<file path="src/rtl/fwd_scoreboard.sv">
// Hazard scoreboard: tracks destination/Tnew of in-flight instructions and
// derives D-stage stall plus D/E forwarding selects from the tracked state.
module fwd_scoreboard #(
  parameter int NSTAGE = 3,
  parameter int AW     = 5,
  parameter int TW     = 2,
  parameter int SW     = 3
) (
  input  logic          clk,
  input  logic          reset,
  input  logic          d_valid,
  input  logic [AW-1:0] d_rs,
  input  logic [AW-1:0] d_rt,
  input  logic [TW-1:0] d_tuse_rs,
  input  logic [TW-1:0] d_tuse_rt,
  input  logic [AW-1:0] d_wa,
  input  logic [TW-1:0] d_tnew,
  input  logic          flush,
  output logic          stall,
  output logic          d_rs_hit,
  output logic [SW-1:0] d_rs_sel,
  output logic          d_rt_hit,
  output logic [SW-1:0] d_rt_sel,
  output logic          e_rs_hit,
  output logic [SW-1:0] e_rs_sel,
  output logic          e_rt_hit,
  output logic [SW-1:0] e_rt_sel
);

  logic          vld_reg [1:NSTAGE];
  logic [AW-1:0] wa_reg  [1:NSTAGE];
  logic [TW-1:0] tn_reg  [1:NSTAGE];
  logic          e_vld_reg;
  logic [AW-1:0] e_rs_reg;
  logic [AW-1:0] e_rt_reg;

  // Lookup slots: 0 = D rs, 1 = D rt, 2 = E rs, 3 = E rt.
  logic [AW-1:0] op_addr  [4];
  logic          op_en    [4];
  logic          op_found [4];
  logic [SW-1:0] op_stage [4];
  logic [TW-1:0] op_tn    [4];

  assign op_addr[0] = d_rs;
  assign op_addr[1] = d_rt;
  assign op_addr[2] = e_rs_reg;
  assign op_addr[3] = e_rt_reg;
  assign op_en[0]   = d_valid;
  assign op_en[1]   = d_valid;
  assign op_en[2]   = e_vld_reg;
  assign op_en[3]   = e_vld_reg;

  // Scan oldest to youngest so the youngest match overwrites older ones.
  // E consumers skip stage 1 since that entry is the E instruction's own result.
  always_comb begin
    for (int o = 0; o < 4; o++) begin
      op_found[o] = 1'b0;
      op_stage[o] = '0;
      op_tn[o]    = '0;
      for (int k = NSTAGE; k >= 1; k--) begin
        if ((o < 2 || k >= 2) && op_en[o] && (op_addr[o] != '0) &&
            vld_reg[k] && (wa_reg[k] == op_addr[o])) begin
          op_found[o] = 1'b1;
          op_stage[o] = SW'(k);
          op_tn[o]    = tn_reg[k];
        end
      end
    end
  end

  always_comb begin
    stall    = (op_found[0] && (op_tn[0] > d_tuse_rs)) ||
               (op_found[1] && (op_tn[1] > d_tuse_rt));
    d_rs_hit = op_found[0] && (op_tn[0] == '0);
    d_rt_hit = op_found[1] && (op_tn[1] == '0);
    e_rs_hit = op_found[2] && (op_tn[2] == '0);
    e_rt_hit = op_found[3] && (op_tn[3] == '0);
    d_rs_sel = d_rs_hit ? op_stage[0] : '0;
    d_rt_sel = d_rt_hit ? op_stage[1] : '0;
    e_rs_sel = e_rs_hit ? op_stage[2] : '0;
    e_rt_sel = e_rt_hit ? op_stage[3] : '0;
  end

  always_ff @(posedge clk) begin
    if (reset) begin
      for (int k = 1; k <= NSTAGE; k++) begin
        vld_reg[k] <= 1'b0;
        wa_reg[k]  <= '0;
        tn_reg[k]  <= '0;
      end
      e_vld_reg <= 1'b0;
      e_rs_reg  <= '0;
      e_rt_reg  <= '0;
    end else begin
      for (int k = NSTAGE; k >= 2; k--) begin
        vld_reg[k] <= vld_reg[k-1] & ~flush;
        wa_reg[k]  <= wa_reg[k-1];
        tn_reg[k]  <= (tn_reg[k-1] == '0) ? '0 : tn_reg[k-1] - TW'(1);
      end
      if (flush || stall) begin
        vld_reg[1] <= 1'b0;
        wa_reg[1]  <= '0;
        tn_reg[1]  <= '0;
        e_vld_reg  <= 1'b0;
        e_rs_reg   <= '0;
        e_rt_reg   <= '0;
      end else begin
        vld_reg[1] <= d_valid && (d_wa != '0);
        wa_reg[1]  <= d_wa;
        tn_reg[1]  <= d_tnew;
        e_vld_reg  <= d_valid;
        e_rs_reg   <= d_rs;
        e_rt_reg   <= d_rt;
      end
    end
  end

endmodule

</file>
<file path="config.mk">
export PLATFORM = sky130hd
export DESIGN_NAME = fwd_scoreboard
export DESIGN_NICKNAME = d
export VERILOG_FILES = /design/src/rtl/fwd_scoreboard.sv
export SDC_FILE = /design/constraint.sdc
export NUM_CORES = 1
export LEC_CHECK = 0
export CORE_ASPECT_RATIO = 0.9
export CORE_MARGIN = 2
export CORE_UTILIZATION = 53
export DETAILED_ROUTE_END_ITERATION = 7
export PLACE_DENSITY = 0.91
export SLEW_MARGIN = 20
export SYNTH_ARGS = -nofsm -noshare
export SYNTH_HDL_FRONTEND = slang
export SYNTH_SLANG_ARGS = --single-unit
</file>
<file path="constraint.sdc">
create_clock -name clk -period 4.1 [get_ports clk]
set_clock_uncertainty 0.2 [all_clocks]
set_input_delay 0.82 -clock clk [delete_from_list [all_inputs] [get_ports clk]]
set_output_delay 0.82 -clock clk [all_outputs]
set_load 0.01 [all_outputs]
</file>
==> flow_metrics.env <==
export IMPL_ant_nets=0
export IMPL_cts_tree="yes"
export IMPL_worstSetupPathType="in2out"
export IMPL_clkTransAtPathRegs_ns=0.07
export IMPL_max_freq_mhz=238
export IMPL_grt_util_all_layers=0.294
export IMPL_grt_max_degree=20
export IMPL_cp_required_ns=3.08
export IMPL_grt_pass1_vias=2163
export IMPL_worst_hold_startpoint="tn_reg[0][4]"
export IMPL_drt_total_wl_um=7900
export IMPL_ir_drop_uv=171
export IMPL_r2r_start="wa_reg[0][7]"
export IMPL_ys_types=48
export IMPL_die_w_um=73.3
export IMPL_final_nets=374
export IMPL_rsz0062_at_grt="yes"
export IMPL_ff_latch_area_um2=781
export IMPL_finalSetupTns_ns=-0.243
export IMPL_vias=2379
export IMPL_reg2reg_slack_ns=0.79
export IMPL_multi_input_area_um2=1530
export IMPL_clock_sinks=35
export IMPL_synthArstFlopShare=0
export IMPL_violations="negative setup slack"
export IMPL_dp_hpwl_um=4610
export IMPL_std_cell_rows=22
export IMPL_grt_pass1_wl_um=10600
export IMPL_root_buffer="clkbuf_8"
export IMPL_cp_start_kind="primary input"
export IMPL_synth_seq_area_share=0.341
export IMPL_synth_edf_count=8
export IMPL_wire_per_inst_um=20.2
export IMPL_ys_ff_latch=35
export IMPL_area_delta_synth_final_pct=44.0
export IMPL_drc=0
export IMPL_layoutNonFillerInstCount=392
export IMPL_ioPinCount=42
export IMPL_antenna_found_initial=0
export IMPL_crit_arrival_ns=3.19
export IMPL_power_mw=0.799
export IMPL_crit_family="buffers and inverters"
export IMPL_overflow=0
export IMPL_syn_area_um2=2290
export IMPL_synth_flop_cell="dfxtp_1"
export IMPL_fillers=206
export IMPL_worstHoldPathCells=1
export IMPL_crit_fanout=5
export IMPL_vias_per_cell=6.07
export IMPL_largest_reg_flops=15
export IMPL_core_area_um2=4100
export IMPL_drive_above_1_share=0.320
export IMPL_syn_inst=253
export IMPL_slowest_delay_ns=0.36
export IMPL_ff2ff_path_depth=10
export IMPL_power_density_nw_per_um2=243
export IMPL_drv_cap=0
export IMPL_cts_made_buffers=5
export IMPL_htreeDepth=2
export IMPL_setup_violations=3
export IMPL_status="finished, violations left"
export IMPL_drt_iter0_markers=218
export IMPL_stdcell_area_um2=3300
export IMPL_worst_slack_ns=-0.110
export IMPL_drv_slew=0
export IMPL_holdPathEnd="tn_reg[0][6]"
export IMPL_power_leakage_nw=1.44
export IMPL_endpoint_kind="output port"
export IMPL_worstReg2RegEnd="wa_reg[0][8]"
export IMPL_dpl_cell_area_um2=2920
export IMPL_die_area_um2=4860
export IMPL_path_cells="buf_6 -> buf_6 -> xnor2_2 -> nand4_1 -> buf_4 -> o211ai_1 -> a31oi_4 -> buf_4 -> o21bai_1 -> nor2_1 -> dlygate4sd2_1"
export IMPL_worst_slew_pin_transition_ns=0.682
export IMPL_avgSynthCellArea_um2=9.05
export IMPL_relSlewSlack=0.544
export IMPL_critPathSlowestCell="o211ai_1"
export IMPL_first_pass_iters=5
export IMPL_gp_congestion=0.905
export IMPL_critPathBufInv=5
export IMPL_fin_crit_ns=4.21
export IMPL_clk_latency_ns=0.30
export IMPL_portBuffers=37
export IMPL_fin_util=0.804
export IMPL_antenna_cells=0
export IMPL_hp_class="reg2reg"
export IMPL_start_util=0.558
export IMPL_cts_path_max_buffers=2
export IMPL_period_share=1.03
export IMPL_placedCellCount=365
export IMPL_ys_warn_count=0
export IMPL_die_y_um=66.3
export IMPL_hold_violations=0
## cell usage after synthesis, types with 8 or more instances
| master | n | area, um2 |
|---|---|---|
| dfxtp_1 | 27 | 541 |
| xnor2_1 | 26 | 228 |
| xor2_1 | 24 | 210 |
| and3_1 | 14 | 87.6 |
| nand2_1 | 13 | 48.8 |
| nor2b_1 | 12 | 75.1 |
| nor3_1 | 11 | 55.1 |
| inv_1 | 10 | 37.5 |
| nor2_1 | 10 | 37.5 |
| clkbuf_1 | 9 | 33.8 |
| edfxtp_1 | 8 | 240 |
## repair_timing
action	4_1_cts	5_1_grt
endpoints found under the setup margin	7	7
pin swaps	14	25
gates resized for setup	42	47
hold buffers	0	0
buffers inserted	7	12
## report_power, final
part	internal, mW	switching (mW)
combinational	0.0850	0.0817
sequential	0.367	0.0185
clock	0.119	0.127
## stage by stage
| stage | hold slack [ns] | setup slack [ns] |
|---|---|---|
| after floorplan | 0.244 | 0.0563 |
| after global placement | 0.275 | -0.741 |
| after detailed placement | 0.282 | -0.803 |
| after CTS | 0.303 | -0.0371 |
| after global routing | 0.345 | -0.179 |
| final | 0.305 | -0.110 |
## layout by cell type, fill, tap and decap left out, types with 4 or more instances in the layout
| master | count |
|---|---|
| nand2_1 | 12 |
| o21ai_1 | 4 |
| nand3_1 | 5 |
| inv_1 | 9 |
| xor2_1 | 21 |
| dlygate4sd2_1 | 8 |
| clkbuf_8 | 5 |
| xnor2_2 | 4 |
| edfxtp_1 | 8 |
| and3_2 | 6 |
| nor2b_1 | 12 |
| nor3_1 | 10 |
| and3_1 | 14 |
| nand4_1 | 7 |
| conb_1 | 12 |
| nor2_1 | 9 |
| dfxtp_1 | 27 |
| clkbuf_2 | 4 |
| clkdlybuf4s50_1 | 19 |
| xnor2_1 | 22 |
| buf_4 | 51 |
| ha_1 | 5 |
| buf_6 | 9 |
## cell type report
| cell class | count | share of cell area |
|---|---|---|
| clock buffer | 7 | 0.0232 |
| tap | 48 | 0.0182 |
| sequential | 35 | 0.237 |
| clock inverter | 1 | 0.00152 |
| multi-input combinational | 197 | 0.465 |
| timing repair buffer | 94 | 0.244 |
| inverter | 10 | 0.0114 |
## cell families after synthesis
family	after synthesis	synth area share
other	2	0.00328
AND/OR/NAND/NOR	101	0.267
adder cells (fa/ha/maj)	6	0.0328
buffers and inverters	31	0.0700
flip-flops	35	0.341
XOR/XNOR	50	0.191
AO/OA/AOI/OAI	28	0.0946
## how the worst max path moves through the flow
stage / start / to / slack, ns / cells past startpoint
3_3_place_gp: d_rs[0] / stall / -0.74 / 12
5_1_grt: d_rs[4] / d_rs_sel[1] / -0.18 / 11
2_1_floorplan: d_rs[3] / stall / 0.06 / 12
4_1_cts: d_rs[4] / stall / -0.04 / 12
3_5_place_dp: d_rs[0] / stall / -0.80 / 12
6_report: d_rs[4] / d_rs_sel[1] / -0.11 / 11
## metal layers
layer	track usage	vias to the layer above	wire length, um
met1	0.360	1123	2970
met4	0.104	0	364
met5	0	-	0
li1	-	1042	-
met2	0.507	166	3790
met3	0.0595	48	782
(Power assumes the default switching activity.)
